===== config.mk =====
export PLATFORM = sky130hd
export DESIGN_NAME = alu_pipe
export DESIGN_NICKNAME = d
export VERILOG_FILES = /design/src/rtl/alu_pipe.sv
export SDC_FILE = /design/constraint.sdc
export NUM_CORES = 1
export LEC_CHECK = 0
export BUFFER_PORTS_ARGS = -buffer_cell sky130_fd_sc_hd__buf_4
export CAP_MARGIN = 15
export CORE_MARGIN = 1.5
export CORE_UTILIZATION = 30
export CTS_BUF_LIST = sky130_fd_sc_hd__clkbuf_8
export DETAILED_ROUTE_END_ITERATION = 10
export GPL_ROUTABILITY_DRIVEN = 0
export PLACE_DENSITY = 0.59
export SETUP_SLACK_MARGIN = 0.1
export SYNTH_ARGS = -nofsm -noshare
export SYNTH_HDL_FRONTEND = slang
export SYNTH_SLANG_ARGS = --single-unit
export TNS_END_PERCENT = 50

===== constraint.sdc =====
create_clock -name clk -period 3.8 [get_ports clk]
set_input_delay 0.57 -clock clk [delete_from_list [all_inputs] [get_ports clk]]
set_output_delay 0.57 -clock clk [all_outputs]
set_load 0.03 [all_outputs]

===== src/rtl/alu_pipe.sv =====
// rtl/alu_pipe.sv - pipelined add/sub/and/xor unit with per-stage valid/ready flow control
// Optional ALU_PIPE_SAT_EN: clamp overflowing add/sub results to signed saturation.
module alu_pipe #(
  parameter int WIDTH  = 32,
  parameter int STAGES = 3
) (
  input  logic             clk,
  input  logic             rst_n,
  input  logic             in_valid,
  output logic             in_ready,
  input  logic [1:0]       op,
  input  logic [WIDTH-1:0] a,
  input  logic [WIDTH-1:0] b,
  input  logic             cin,
  output logic             out_valid,
  input  logic             out_ready,
  output logic [WIDTH-1:0] r,
  output logic             cout,
  output logic             ovf
);

  logic [WIDTH:0]   sum;
  logic [WIDTH:0]   diff;
  logic [WIDTH-1:0] res0;
  logic             cout0;
  logic             ovf0;

  // Bit WIDTH of the WIDTH+1 difference is the borrow, since b + cin never exceeds 2^WIDTH.
  always_comb begin
    sum   = {1'b0, a} + {1'b0, b} + {{WIDTH{1'b0}}, cin};
    diff  = {1'b0, a} - {1'b0, b} - {{WIDTH{1'b0}}, cin};
    res0  = '0;
    cout0 = 1'b0;
    ovf0  = 1'b0;
    case (op)
      2'b00: begin
        res0  = sum[WIDTH-1:0];
        cout0 = sum[WIDTH];
        ovf0  = (a[WIDTH-1] == b[WIDTH-1]) && (sum[WIDTH-1] != a[WIDTH-1]);
      end
      2'b01: begin
        res0  = diff[WIDTH-1:0];
        cout0 = diff[WIDTH];
        ovf0  = (a[WIDTH-1] != b[WIDTH-1]) && (diff[WIDTH-1] != a[WIDTH-1]);
      end
      2'b10: res0 = a & b;
      2'b11: res0 = a ^ b;
      default: res0 = '0;
    endcase
`ifdef ALU_PIPE_SAT_EN
    if (ovf0) begin
      res0 = a[WIDTH-1] ? {1'b1, {(WIDTH-1){1'b0}}} : {1'b0, {(WIDTH-1){1'b1}}};
    end
`endif
  end

  logic [STAGES:1]   valid_q, valid_d;
  logic [STAGES:1]   cout_q, cout_d;
  logic [STAGES:1]   ovf_q, ovf_d;
  logic [WIDTH-1:0]  r_q   [1:STAGES];
  logic [WIDTH-1:0]  r_d   [1:STAGES];
  logic [STAGES+1:1] ready;
  logic [STAGES:1]   src_v, src_c, src_o;
  logic [WIDTH-1:0]  src_r [1:STAGES];

  for (genvar k = 1; k <= STAGES; k++) begin : g_src
    if (k == 1) begin : g_first
      assign src_v[k] = in_valid;
      assign src_r[k] = res0;
      assign src_c[k] = cout0;
      assign src_o[k] = ovf0;
    end else begin : g_next
      assign src_v[k] = valid_q[k-1];
      assign src_r[k] = r_q[k-1];
      assign src_c[k] = cout_q[k-1];
      assign src_o[k] = ovf_q[k-1];
    end
  end

  always_comb begin
    ready             = '0;
    ready[STAGES+1]   = out_ready;
    for (int k = STAGES; k >= 1; k--) begin
      ready[k] = !valid_q[k] | ready[k+1];
    end
  end

  // Payload only moves with a valid beat so bubbles leave held data untouched.
  always_comb begin
    valid_d = valid_q;
    cout_d  = cout_q;
    ovf_d   = ovf_q;
    r_d     = r_q;
    for (int k = 1; k <= STAGES; k++) begin
      if (ready[k]) begin
        valid_d[k] = src_v[k];
        if (src_v[k]) begin
          r_d[k]    = src_r[k];
          cout_d[k] = src_c[k];
          ovf_d[k]  = src_o[k];
        end
      end
    end
  end

  always_ff @(posedge clk) begin
    if (!rst_n) begin
      valid_q <= '0;
      cout_q  <= '0;
      ovf_q   <= '0;
      for (int k = 1; k <= STAGES; k++) begin
        r_q[k] <= '0;
      end
    end else begin
      valid_q <= valid_d;
      cout_q  <= cout_d;
      ovf_q   <= ovf_d;
      r_q     <= r_d;
    end
  end

  assign in_ready  = ready[1] & rst_n;
  assign out_valid = valid_q[STAGES];
  assign r         = r_q[STAGES];
  assign cout      = cout_q[STAGES];
  assign ovf       = ovf_q[STAGES];

endmodule


==> run_results.csv <==
group,metric,value,unit
floorplan,dieArea,31000,sq um
global_routing,grt_pass1_vias,8053,
logic_synthesis,yosysSeqAreaShare,23.4,%
final_layout,final_cell_mix,"200 x nand2_1, 131 x buf_4, 105 x dfxtp_1",
drt,routed_wl,26.2,mm
worst_setup_path,crit_type,"in -> reg",
logic_synthesis,synth-seq-cells,105,
worst_setup_path,worst-endpoint-required,4.06,ns
min_path,hold_class,"reg -> reg",
logic_synthesis,synthAdderAreaFrac,14.0,%
sta,setup_violations,0,
drt,dr_total_vias,8634,
sta,fmax,290,MHz
final_layout,layout-drive-gt1-share,14.2,%
power,power_frac_clock,22.8,%
global_routing,grt_usage,16.7,%
floorplan,ioPinCount,107,
clock_tree,clk_latency,0.37,ns
logic_synthesis,synth.avg_cell_area,7.47,sq um
global_routing,overflow,0,
clock_tree,cts_resized,0,
place,io_buffer_count,106,
clock_tree,ctsLongestPathBuffers,2,
worst_setup_path,crit_slowest_cell,"fa_1",
drt,met2_length,10.8,mm
drt,drt-wirelength-per-cell,15.8,microns
logic_synthesis,synth_compound_area_share,29.8,%
logic_synthesis,yosys.area_share.simple,18.3,%
floorplan,die_x,176,microns
drt,top_layer,"met4",
logic_synthesis,synth_mux_area_share,1.35,%
power,p_per_area,307,nW/um^2
clock_tree,cts_root_buffer,"clkbuf_8",
job,maxCapViolations,0,
logic_synthesis,synth.net_count,1373,
run_status,status,"complete, no violations",
drt,vias_per_cell,5.22,
sta,period_share,90.7,%
final_layout,layout_commonest_cell,"nand2_1",
logic_synthesis,ys_types,79,
sta,rsz0062_at_grt,"no",
logic_synthesis,async_reset_ff_share,0,%
clock_tree,clk_pin_slew,0.11,ns
logic_synthesis,synth-edff-count,0,
worst_setup_path,worst_setup_path_end_kind,"register",
floorplan,fp.dieH,176,microns
final_layout,nFillCells,3192,
floorplan,coreArea,29600,sq um
floorplan,rows,63,
sta,fin_skew,0.00989,ns
clock_tree,ctsHoldBuffers,0,
sta,slew_viol_final,0,
power,seq_power_share,37.6,%
global_routing,grt_max_degree,52,
logic_synthesis,synth_top_family_by_area,"compound AO/OA/AOI/OAI gates",
sta,setup_slack,0.355,ns
power,switching_share,37.3,%
final_layout,syn2layout_area_growth,13.8,%
drt,drcViolationCount,0,
logic_synthesis,ys.flop_type,"dfxtp_1",
clock_tree,cts_buffers,9,
place,place_area,10000,sq um
power,p_comb_share,39.6,%
clock_tree,htree_levels,3,
worst_setup_path,crit_family,"compound AO/OA/AOI/OAI gates",
worst_setup_path,crit_path_start_kind,"input port",
place,place.detailed.hpwl,20.3,mm
clock_tree,post-cts-setup-buffers,0,
worst_setup_path,crit_top_cell,"inv_1",
worst_setup_path,cp.buffers_inverters,3,
logic_synthesis,synth-xor-area-share,3.59,%
drt,drtIter0Drc,845,
drt,wl_met1,12.9,mm
logic_synthesis,syn_inst,1204,
sta,worstMarginPinSlew,1.16,ns
power,p_int,0.00197,W
logic_synthesis,yosysWarnings,0,
sta,max_slew_margin,22.7,%
worst_setup_path,arrival,3.70,ns
clock_tree,clock_sinks,105,
clock_tree,cts_tree,"built",
drt,ant_nets,0,
sta,period_minus_slack,3.45,ns
final_layout,nets,1427,
power,p_sw,0.00117,W
global_routing,grt_pass1_wl,42.3,mm
logic_synthesis,synth_area,8990,sq um
sta,hold_viol,0,
final_layout,n_antenna_cell,0,
final_layout,fin_area,10200,sq um
floorplan,start_util,30.4,%
place,place_ws,-0.0439,ns
power,p_leak,4.26,nW
drt,dr.pass1.iters,6,
global_routing,antenna_found_initial,0,
drt,met3_length,2.01,mm
worst_setup_path,path_max_fanout,5,
sta,tns,0,ns
worst_setup_path,cpPeakStageDelay,0.57,ns
worst_setup_path,crit_chain,"buf_4, inv_1, fa_1, inv_1, ha_1, o211a_1, a2111oi_4, o31ai_4, a221o_2, a21oi_2, o21ai_1, xnor2_1, a221oi_1, o211ai_1",
power,vdd_drop_max,0.147,mV
-- worst paths after layout --
path / start / endpoint / slack (ns) / cells after the start
setup / recovery: a[0] / r_q[91] / 0.35 / 14
hold / removal: r_q[82] / r_q[50] / 0.46 / 2
setup reg to reg: valid_q[3] / r_q[88] / 1.48 / 7
hold reg to reg: r_q[82] / r_q[50] / 0.46 / 2
-- cell type report --
class / instances / area (sq um) / area share (%)
clock buffer: 9 / 124 / 1.21
multi-input combinational: 902 / 6040 / 59.0
tap: 390 / 488 / 4.77
inverter: 108 / 405 / 3.96
clock inverter: 7 / 76.3 / 0.746
timing repair buffer: 132 / 998 / 9.76
sequential: 105 / 2100 / 20.5
-- tightest hold or removal path, delay by kind of cell, from the launching register on --
family | cells | cell delay [ns]
compound gates | 1 | 0.06
flops | 1 | 0.32
simple gates | 1 | 0.05
-- synthesized netlist by cell type (5+ instances only) --
| cell type | n | share of area, % |
|---|---|---|
| and3_1 | 5 | 0.35 |
| o21ai_0 | 44 | 2.4 |
| xnor2_1 | 22 | 2.1 |
| o21ai_1 | 11 | 0.61 |
| a211oi_1 | 10 | 0.83 |
| nand3_1 | 18 | 1.0 |
| xor2_1 | 13 | 1.3 |
| o22ai_1 | 7 | 0.49 |
| clkbuf_1 | 55 | 2.3 |
| o21a_1 | 10 | 0.83 |
| o221ai_1 | 5 | 0.49 |
| o31a_1 | 10 | 0.97 |
| nand2b_1 | 9 | 0.63 |
| ha_1 | 94 | 13 |
| nor2b_1 | 12 | 0.83 |
| nor3_1 | 17 | 0.95 |
| a21boi_0 | 75 | 6.3 |
| a31oi_1 | 12 | 0.83 |
| inv_1 | 104 | 4.3 |
| buf_4 | 32 | 2.7 |
| a21oi_1 | 92 | 5.1 |
| o31ai_1 | 10 | 0.83 |
| o21bai_1 | 5 | 0.42 |
| nor4_1 | 8 | 0.56 |
| o211ai_1 | 10 | 0.83 |
| a221oi_1 | 8 | 0.78 |
| nand2_1 | 200 | 8.3 |
| dfxtp_1 | 105 | 23 |
| or3_1 | 5 | 0.35 |
| o2bb2ai_1 | 5 | 0.49 |
| nand4_1 | 7 | 0.49 |
| a21o_1 | 22 | 1.8 |
| and2_1 | 8 | 0.56 |
| nor2_1 | 72 | 3.0 |
-- logic make-up after synthesis --
group | after synthesis
AOI/OAI and AO/OA | 384
DFF | 105
muxes | 8
and+or+nand+nor | 376
buffers and inverters | 197
xor gates and xnor gates | 36
adders and majority gates | 98
-- power by group through the flow --
stage	logic [W]	registers [W]	clock network, W
after global placement	0.00122	0.00121	0
after floorplan	0.000881	0.00119	0
after CTS	0.00123	0.00118	0.000728
after detailed placement	0.00122	0.00121	0
after global routing	0.00137	0.00119	0.000780
final	0.00125	0.00118	0.000716
-- flip-flops by register name, summed over array words and instances, names as in the netlist --
signal and flops:
r_q 64, r 32, cout_q 3, ovf_q 3
valid_q 3
-- per-stage QoR --
step           power, W  utilization (%)  hold slack, ns  instances
4_1_cts         0.00314             34.6           0.466       1652
3_3_place_gp    0.00242             33.9           0.444       1636
6_report        0.00315             34.6           0.463       1653
2_1_floorplan   0.00207                -           0.415       1204
5_1_grt         0.00334             34.6           0.488       1653
3_5_place_dp    0.00243             33.9           0.448       1636
-- layer usage --
layer / vias to the layer above / GRT usage, %
met4: 0 / 5.48
met3: 45 / 2.35
met5: - / 0
met2: 349 / 24.3
li1: 4284 / -
met1: 3956 / 24.9
No activity file was read; power rests on OpenSTA's default activity.
